File: config.mk
export PLATFORM = sky130hd
export DESIGN_NAME = pazen_banked_mem_ctrl
export DESIGN_NICKNAME = d
export VERILOG_FILES = /design/src/rtl/pazen_mem_pkg.sv /design/src/rtl/pazen_addr_decode.sv /design/src/rtl/pazen_banked_mem_ctrl.sv
export SDC_FILE = /design/constraint.sdc
export NUM_CORES = 1
export LEC_CHECK = 0
export CORE_AREA = 3 3 513 515
export DETAILED_ROUTE_END_ITERATION = 6
export DIE_AREA = 0 0 516 518
export PLACE_DENSITY = 0.3
export RECOVER_POWER = 25
export SKIP_LAST_GASP = 1
export SYNTH_ARGS = -nofsm -noshare
export SYNTH_HDL_FRONTEND = slang
export SYNTH_SLANG_ARGS = --single-unit
File: constraint.sdc
create_clock -name clk -period 6.33 [get_ports clk]
set_input_delay 0.633 -clock clk [delete_from_list [all_inputs] [get_ports clk]]
set_output_delay 0.633 -clock clk [all_outputs]
set_load 0.01 [all_outputs]
File: src/rtl/pazen_mem_pkg.sv
// Shared types for the banked memory controller: parameter defaults, hold-buffer
// state and the decoded-address record.
package pazen_mem_pkg;

    localparam int unsigned DefDataW = 16;
    localparam int unsigned DefLanes = 4;
    localparam int unsigned DefRows  = 10;
    localparam int unsigned DefBanks = 6;
    localparam int unsigned DefAddrW = 8;

    // Field width for decoded indices; wide enough for any sane geometry.
    localparam int unsigned IdxW = 8;

    typedef enum logic [0:0] {
        StEmpty,
        StHeld
    } hold_state_e;

    typedef struct packed {
        logic [IdxW-1:0] bank;
        logic [IdxW-1:0] row;
        logic [IdxW-1:0] lane;
        logic            oor;
    } dec_addr_t;

    function automatic logic same_word(input dec_addr_t x, input dec_addr_t y);
        return (x.bank == y.bank) && (x.row == y.row) && (x.lane == y.lane);
    endfunction

endpackage

File: src/rtl/pazen_addr_decode.sv
// Word address to {bank, row, lane, out-of-range} decoder; bank found by a
// constant-compare chain over row-index ranges, no divider.
module pazen_addr_decode
    import pazen_mem_pkg::*;
#(
    parameter int unsigned ADDR_W = DefAddrW,
    parameter int unsigned LANES  = DefLanes,
    parameter int unsigned ROWS   = DefRows,
    parameter int unsigned BANKS  = DefBanks
) (
    input  logic [ADDR_W-1:0] addr_i,
    output dec_addr_t         dec_o
);

    localparam int unsigned LB    = $clog2(LANES);
    localparam int unsigned DEPTH = BANKS * ROWS * LANES;

    logic [ADDR_W-1:0] ridx;

    always_comb begin
        ridx       = addr_i >> LB;
        dec_o      = '0;
        dec_o.lane = IdxW'(addr_i & ADDR_W'(LANES - 1));
        dec_o.oor  = 32'(addr_i) >= DEPTH;
        for (int unsigned b = 0; b < BANKS; b++) begin
            if (32'(ridx) >= b * ROWS && 32'(ridx) < (b + 1) * ROWS) begin
                dec_o.bank = IdxW'(b);
                dec_o.row  = IdxW'(32'(ridx) - b * ROWS);
            end
        end
    end

endmodule

File: src/rtl/pazen_banked_mem_ctrl.sv
// Dual-port controller onto lane-packed register-file banks with write merging
// and a one-entry deferral buffer on port B. Optional read forwarding: PAZEN_MEM_FWD_EN.
module pazen_banked_mem_ctrl
    import pazen_mem_pkg::*;
#(
    parameter int unsigned DATA_W = DefDataW,
    parameter int unsigned LANES  = DefLanes,
    parameter int unsigned ROWS   = DefRows,
    parameter int unsigned BANKS  = DefBanks,
    parameter int unsigned ADDR_W = DefAddrW,
    localparam int unsigned ROW_W = $clog2(ROWS)
) (
    input  logic                            clk,
    input  logic                            reset,
    input  logic                            a_valid,
    input  logic                            b_valid,
    output logic                            a_ready,
    output logic                            b_ready,
    input  logic                            a_we,
    input  logic                            b_we,
    input  logic [ADDR_W-1:0]               a_addr,
    input  logic [ADDR_W-1:0]               b_addr,
    input  logic [DATA_W-1:0]               a_wdata,
    input  logic [DATA_W-1:0]               b_wdata,
    output logic [DATA_W-1:0]               a_rdata,
    output logic [DATA_W-1:0]               b_rdata,
    output logic                            a_rvalid,
    output logic                            b_rvalid,
    output logic                            a_err,
    output logic                            b_err,
    output logic                            b_conflict,
    output logic [BANKS-1:0]                bank_ra_sel,
    output logic [BANKS-1:0]                bank_rb_sel,
    output logic [ROW_W-1:0]                bank_ra_row,
    output logic [ROW_W-1:0]                bank_rb_row,
    input  logic [BANKS*LANES*DATA_W-1:0]   bank_ra_data,
    input  logic [BANKS*LANES*DATA_W-1:0]   bank_rb_data,
    output logic [BANKS-1:0]                bank_we,
    output logic [BANKS*ROW_W-1:0]          bank_wrow,
    output logic [BANKS*LANES*DATA_W-1:0]   bank_wdata,
    output logic [BANKS*LANES-1:0]          bank_wmask
);

    dec_addr_t   a_dec, b_dec, hold_dec_q, hold_dec_d;
    hold_state_e hold_q, hold_d;
    logic [DATA_W-1:0] hold_data_q, hold_data_d;
    logic [DATA_W-1:0] a_rdata_q, b_rdata_q, a_word, b_word;
    logic a_rvalid_q, b_rvalid_q, a_err_q, b_err_q, b_conflict_q;
    logic hold_issue, a_acc, b_acc, a_wr, b_wr, a_rd, b_rd;
    logic same_bank, same_row, b_drop, b_defer, b_issue;
    logic              wr_en   [3];
    dec_addr_t         wr_dec  [3];
    logic [DATA_W-1:0] wr_data [3];

    pazen_addr_decode #(.ADDR_W(ADDR_W), .LANES(LANES), .ROWS(ROWS), .BANKS(BANKS)) u_dec_a (
        .addr_i (a_addr),
        .dec_o  (a_dec)
    );

    pazen_addr_decode #(.ADDR_W(ADDR_W), .LANES(LANES), .ROWS(ROWS), .BANKS(BANKS)) u_dec_b (
        .addr_i (b_addr),
        .dec_o  (b_dec)
    );

    always_comb begin
        hold_issue = (hold_q == StHeld) && reset && !hold_dec_q.oor;
        // A held B write owns its bank's write port; only A writes to that bank stall.
        a_ready = reset && !((hold_q == StHeld) && a_valid && a_we && !a_dec.oor &&
                             (a_dec.bank == hold_dec_q.bank));
        b_ready = reset && (hold_q == StEmpty);
        a_acc   = a_valid && a_ready;
        b_acc   = b_valid && b_ready;
        a_wr    = a_acc && a_we && !a_dec.oor;
        b_wr    = b_acc && b_we && !b_dec.oor;
        a_rd    = a_acc && !a_we;
        b_rd    = b_acc && !b_we;
        same_bank = a_wr && b_wr && (a_dec.bank == b_dec.bank);
        same_row  = same_bank && (a_dec.row == b_dec.row);
        b_drop    = same_row && (a_dec.lane == b_dec.lane);
        b_defer   = same_bank && !same_row;
        b_issue   = b_wr && !b_drop && !b_defer;
    end

    always_comb begin
        wr_en[0] = hold_issue; wr_dec[0] = hold_dec_q; wr_data[0] = hold_data_q;
        wr_en[1] = b_issue;    wr_dec[1] = b_dec;      wr_data[1] = b_wdata;
        wr_en[2] = a_wr;       wr_dec[2] = a_dec;      wr_data[2] = a_wdata;
        bank_we    = '0;
        bank_wrow  = '0;
        bank_wdata = '0;
        bank_wmask = '0;
        for (int unsigned k = 0; k < 3; k++) begin
            for (int unsigned i = 0; i < BANKS; i++) begin
                if (wr_en[k] && (wr_dec[k].bank == IdxW'(i))) begin
                    bank_we[i] = 1'b1;
                    bank_wrow[i*ROW_W +: ROW_W] = wr_dec[k].row[ROW_W-1:0];
                    for (int unsigned l = 0; l < LANES; l++) begin
                        if (wr_dec[k].lane == IdxW'(l)) begin
                            bank_wmask[i*LANES+l] = 1'b1;
                            bank_wdata[(i*LANES+l)*DATA_W +: DATA_W] = wr_data[k];
                        end
                    end
                end
            end
        end
    end

    always_comb begin
        bank_ra_sel = '0;
        bank_rb_sel = '0;
        bank_ra_row = (a_rd && !a_dec.oor) ? a_dec.row[ROW_W-1:0] : '0;
        bank_rb_row = (b_rd && !b_dec.oor) ? b_dec.row[ROW_W-1:0] : '0;
        a_word = '0;
        b_word = '0;
        for (int unsigned i = 0; i < BANKS; i++) begin
            if (a_rd && !a_dec.oor && (a_dec.bank == IdxW'(i))) bank_ra_sel[i] = 1'b1;
            if (b_rd && !b_dec.oor && (b_dec.bank == IdxW'(i))) bank_rb_sel[i] = 1'b1;
            for (int unsigned l = 0; l < LANES; l++) begin
                if ((a_dec.bank == IdxW'(i)) && (a_dec.lane == IdxW'(l)))
                    a_word = bank_ra_data[(i*LANES+l)*DATA_W +: DATA_W];
                if ((b_dec.bank == IdxW'(i)) && (b_dec.lane == IdxW'(l)))
                    b_word = bank_rb_data[(i*LANES+l)*DATA_W +: DATA_W];
            end
        end
`ifdef PAZEN_MEM_FWD_EN
        // Later assignments win, so A data is applied last.
        if (hold_issue && same_word(hold_dec_q, a_dec)) a_word = hold_data_q;
        if (b_issue && same_word(b_dec, a_dec))         a_word = b_wdata;
        if (hold_issue && same_word(hold_dec_q, b_dec)) b_word = hold_data_q;
        if (a_wr && same_word(a_dec, b_dec))            b_word = a_wdata;
`endif
    end

    always_comb begin
        hold_d      = hold_q;
        hold_dec_d  = hold_dec_q;
        hold_data_d = hold_data_q;
        unique case (hold_q)
            StEmpty: begin
                if (b_defer) begin
                    hold_d      = StHeld;
                    hold_dec_d  = b_dec;
                    hold_data_d = b_wdata;
                end
            end
            StHeld:  hold_d = StEmpty;
            default: hold_d = StEmpty;
        endcase
    end

    always_ff @(posedge clk) begin
        if (!reset) begin
            hold_q       <= StEmpty;
            hold_dec_q   <= '0;
            hold_data_q  <= '0;
            a_rdata_q    <= '0;
            b_rdata_q    <= '0;
            a_rvalid_q   <= 1'b0;
            b_rvalid_q   <= 1'b0;
            a_err_q      <= 1'b0;
            b_err_q      <= 1'b0;
            b_conflict_q <= 1'b0;
        end else begin
            hold_q       <= hold_d;
            hold_dec_q   <= hold_dec_d;
            hold_data_q  <= hold_data_d;
            a_rvalid_q   <= a_rd;
            b_rvalid_q   <= b_rd;
            a_err_q      <= a_acc && a_dec.oor;
            b_err_q      <= b_acc && b_dec.oor;
            b_conflict_q <= b_drop;
            if (a_rd) a_rdata_q <= a_dec.oor ? '0 : a_word;
            if (b_rd) b_rdata_q <= b_dec.oor ? '0 : b_word;
        end
    end

    assign a_rdata    = a_rdata_q;
    assign b_rdata    = b_rdata_q;
    assign a_rvalid   = a_rvalid_q;
    assign b_rvalid   = b_rvalid_q;
    assign a_err      = a_err_q;
    assign b_err      = b_err_q;
    assign b_conflict = b_conflict_q;

endmodule

==> summary.md <==
| Metric | Value |
|---|---|
| Status | `complete, but fails checks` |
| Violated checks | `DRC, capacitance limit, slew limit` |
| Vias per cell | `4.638` |
| DIE AREA | `267300 µm²` |
| Worst path cell trace | `dlygate4sd3_1 -> inv_1 -> ha_1 -> inv_1 -> o311ai_4 -> buf_4 -> o221ai_1 -> buf_4 -> nor3_2 -> buf_12 -> nand2_1 -> buf_4 -> o31ai_1 -> clkdlybuf4s50_1` |
| CP max FO | `27` |
| XOR/XNOR Fraction of Synth Area | `0.7764%` |
| Port Buffer Count | `1318` |
| Least-Margin Pin Slew | `1.841 ns` |
| Largest net degree at the start of global routing | `86` |
| Worst hold path class | `reg -> reg` |
| Min Tclk post-route | `6.208 ns` |
| Synthesized area | `22560 µm²` |
| # setup viols final | `0` |
| Final period utilization | `98.07%` |
| Initial DRT Pass Iterations | `7` |
| CTS clk-pin slew, worst paths | `0.07 ns` |
| Critical R2R Launch | `hold_q` |
| Clock root cell | `clkbuf_16` |
| Synth Register Bits | `64` |
| CP most frequent cell | `buf_4` |
| Largest family of logic cells by synthesized area | `compound AO/OA/AOI/OAI gates` |
| DRT antenna net count | `0` |
| Setup TNS | `0 ns` |
| Crit end category | `output pin` |
| Total GRT Usage | `23.48%` |
| Initial antenna violation count | `116` |
| Maximum clock rate | `161.1 MHz` |
| Remaining Overflow, GRT | `0` |
| FFs w/ async S/R, synth | `0%` |
| Iter 0 DRT Violations | `4178` |
| Crit path to | `bank_wdata[191]` |
| Area leader, netlist | `o31ai_2` |
| First-pass GRT wire length | `412800 µm` |
| Die Y | `518 µm` |
| FF-to-FF path depth | `9` |
| Syn Inst Count | `3217` |
| Hold_sp | `a_rdata[9]` |
| WP data required | `5.70 ns` |
| Synth Area in Adders | `1.442%` |
| FP Rows | `187` |
| Startpoint types | `input port` |
| Overall Power | `0.003569 W` |
| WL final | `330700 µm` |
| Max cap viols | `1` |
| Routed len/inst | `42.17 µm` |
| Net switching power | `0.001928 W` |
| Cell Pwr Density | `84.95 nW/µm²` |
| H-tree depth | `3` |
| Drc violations | `1` |
| Comb power frac | `71.1%` |
| Gpl congestion | `0.9018` |
| Seq/Total Area, Yosys | `5.678%` |
| Starting density of the core | `8.703%` |
| CTS Buffer Depth | `2` |
| Worst stage delay on the critical path | `0.64 ns` |
| Seq pwr share | `12.1%` |
| CTS tree | `done` |
| Final nets | `5251` |
| Total CTS buffers | `9` |
| Clock skew | `0.03960 ns` |
| Critical path class | `in -> out` |
| Area growth, synth to finish | `86.23%` |
| Post-synthesis mux area share | `6.272%` |
| HPWL after detailed placement | `271000 µm` |
| CP arrival | `5.57 ns` |
| CORE AREA | `259200 µm²` |
| Reg2reg setup slack | `1.70 ns` |
| Avg Cell Area, Syn | `7.014 µm²` |
| Post-synthesis compound-gate area fraction | `57.74%` |
| Fill cell count | `29521` |
| Largest cells by area after synthesis | `o31ai_2 (15%), a22oi_1 (13%), a21oi_1 (6.5%)` |
| EDFF count, synth | `0` |
| Max stage delay cell, worst path | `dlygate4sd3_1` |
| Post-synth top flop | `dfxtp_1` |
| Fin. Hold Viols | `0` |
| Switching portion of total power | `54.01%` |
| Share of cells above drive strength 1 | `22.46%` |
| Final hold slack | `0.4633 ns` |
| Slew Viols, Final | `17` |
| Unique masters post-synth | `84` |
| CTS sink cnt | `64` |
| Multi-input gate area | `19490 µm²` |
| Internal power | `0.001642 W` |
| Crit path from | `b_addr[4]` |
| Syn_nets | `4065` |
| Leak | `13.92 nW` |
| Slew Limit Headroom | `-22.74%` |
| Vias in the first global route | `36115` |
| Clock Latency Late Sink | `0.48 ns` |
| DR vias | `36377` |
| YS warnings | `0` |
| Simple-gate share of the synthesized area | `18.04%` |
| Max VDD drop | `0.1789 mV` |
| Clk pwr share | `16.8%` |
| Register Area | `1281 µm²` |
| R2r endpoint | `b_rdata[1]` |
| Die X | `516 µm` |
| Post-synth top area share | `14.64%` |
| I/O Pins | `1319` |
==> what timing repair did <==
| item | 4_1_cts | 5_1_grt |
|---|---|---|
| pin swaps | 0 | 5 |
| gates cloned | 0 | 1 |
| setup buffers | 0 | 1 |
| endpoints found under the setup margin | 175 | 238 |
| hold buffers | 0 | 0 |
| gates resized for setup | 2 | 12 |
==> Yosys cell counts, types with 23 or more instances <==
library cell	count
a22oi_1	394
clkbuf_1	342
a21oi_1	291
nor2_1	272
o31ai_2	264
nand2_1	263
o21ai_0	158
buf_1	84
mux2i_1	68
dfxtp_1	64
nor3_1	62
and3_1	59
and2_1	58
nand3_1	54
o41ai_2	51
a221oi_1	48
inv_1	44
a32oi_1	40
o22ai_1	36
a41oi_1	35
buf_6	31
o221ai_1	28
mux4_2	27
ha_1	26
a221o_1	25
a31oi_1	23
o31ai_1	23
==> cells in the final DEF, fill, tap and decap left out, types with 23 or more instances in the layout <==
cell / netlist / layout
and3_1: 59 / 59
buf_4: 8 / 380
nand3_1: 54 / 53
o221ai_1: 28 / 27
clkdlybuf4s50_1: 0 / 1105
ha_1: 26 / 26
mux2i_1: 68 / 68
dlygate4sd3_1: 0 / 45
a22oi_1: 394 / 393
o22ai_1: 36 / 36
nor2_1: 272 / 243
dfxtp_1: 64 / 64
and2_1: 58 / 53
nor3_1: 62 / 50
a41oi_1: 35 / 35
inv_1: 44 / 39
nand2_1: 263 / 252
a221o_1: 25 / 25
buf_12: 0 / 98
a21oi_1: 291 / 288
mux4_2: 27 / 27
o21ai_0: 158 / 158
a32oi_1: 40 / 40
a221oi_1: 48 / 48
diode_2: 0 / 33
o31ai_2: 264 / 265
o41ai_2: 51 / 50
nor2_2: 1 / 23
==> layout make-up <==
type,instances,share of cell area [%]
diodes,33,0.1965
inverters,49,0.4377
multi-input cells,2625,46.39
flip-flops and latches,64,3.049
clock buffers,9,0.5360
repair buffers,1654,39.15
well taps,3402,10.13
clock inverters,7,0.1132
==> per-layer routing <==
| metal | track usage [%] | up-vias | routed length (µm) |
|---|---|---|---|
| met5 | 0 | - | 325 |
| met4 | 9.424 | 48 | 14960 |
| met3 | 5.824 | 395 | 25530 |
| met2 | 39.17 | 2247 | 154900 |
| met1 | 28.68 | 18595 | 135000 |
| li1 | - | 15092 | - |
==> cell families after synthesis <==
kind of cell / after synthesis
AND/OR/NAND/NOR: 873
flip-flops: 64
adder cells (fa/ha/maj): 26
buffers and inverters: 529
XOR/XNOR: 20
multiplexers: 106
AO/OA/AOI/OAI: 1599
==> per-stage QoR <==
step	instance area, µm²	instances	util [%]	worst slack, ns
2_1_floorplan	22560	3217	-	1.464
3_3_place_gp	41650	7792	16.07	-0.04895
3_5_place_dp	41650	7792	16.07	-0.1906
4_1_cts	41940	7808	16.18	0.01797
5_1_grt	41970	7824	16.19	-0.003476
6_report	42020	7843	16.21	0.1222
==> worst min path at each step <==
stage	to	slack (ns)	depth (start not counted)
after floorplan	hold_data_q[0]	0.46	2
after global placement	a_rdata[9]	0.45	1
after detailed placement	a_rdata[9]	0.45	1
after CTS	a_rdata[9]	0.47	1
after global routing	a_rdata[9]	0.48	1
final	a_rdata[9]	0.46	1
==> critical path, delay by kind of cell <==
| family | cells | cell delay, ns |
|---|---|---|
| buf+inv | 8 | 3.01 |
| compound gates | 3 | 1.02 |
| fa+ha+maj | 1 | 0.23 |
| simple gates | 2 | 0.61 |
==> sequential cells by signal, summed over array words and instances, names as in the netlist <==
signal       cells
a_err            1
a_rdata         16
b_err            1
hold_q           1
hold_dec_q      10
a_rvalid         1
b_rdata         16
hold_data_q     16
b_conflict       1
b_rvalid         1
==> power by group through the flow <==
stage / sequential, W / combinational, W / clock (W)
3_5_place_dp: 0.000442 / 0.00253 / 0
2_1_floorplan: 0.000444 / 0.000889 / 0
4_1_cts: 0.000433 / 0.00254 / 0.000640
5_1_grt: 0.000434 / 0.00262 / 0.000634
6_report: 0.000432 / 0.00254 / 0.000598
3_3_place_gp: 0.000442 / 0.00254 / 0
Power figures use the tool's default switching activity.
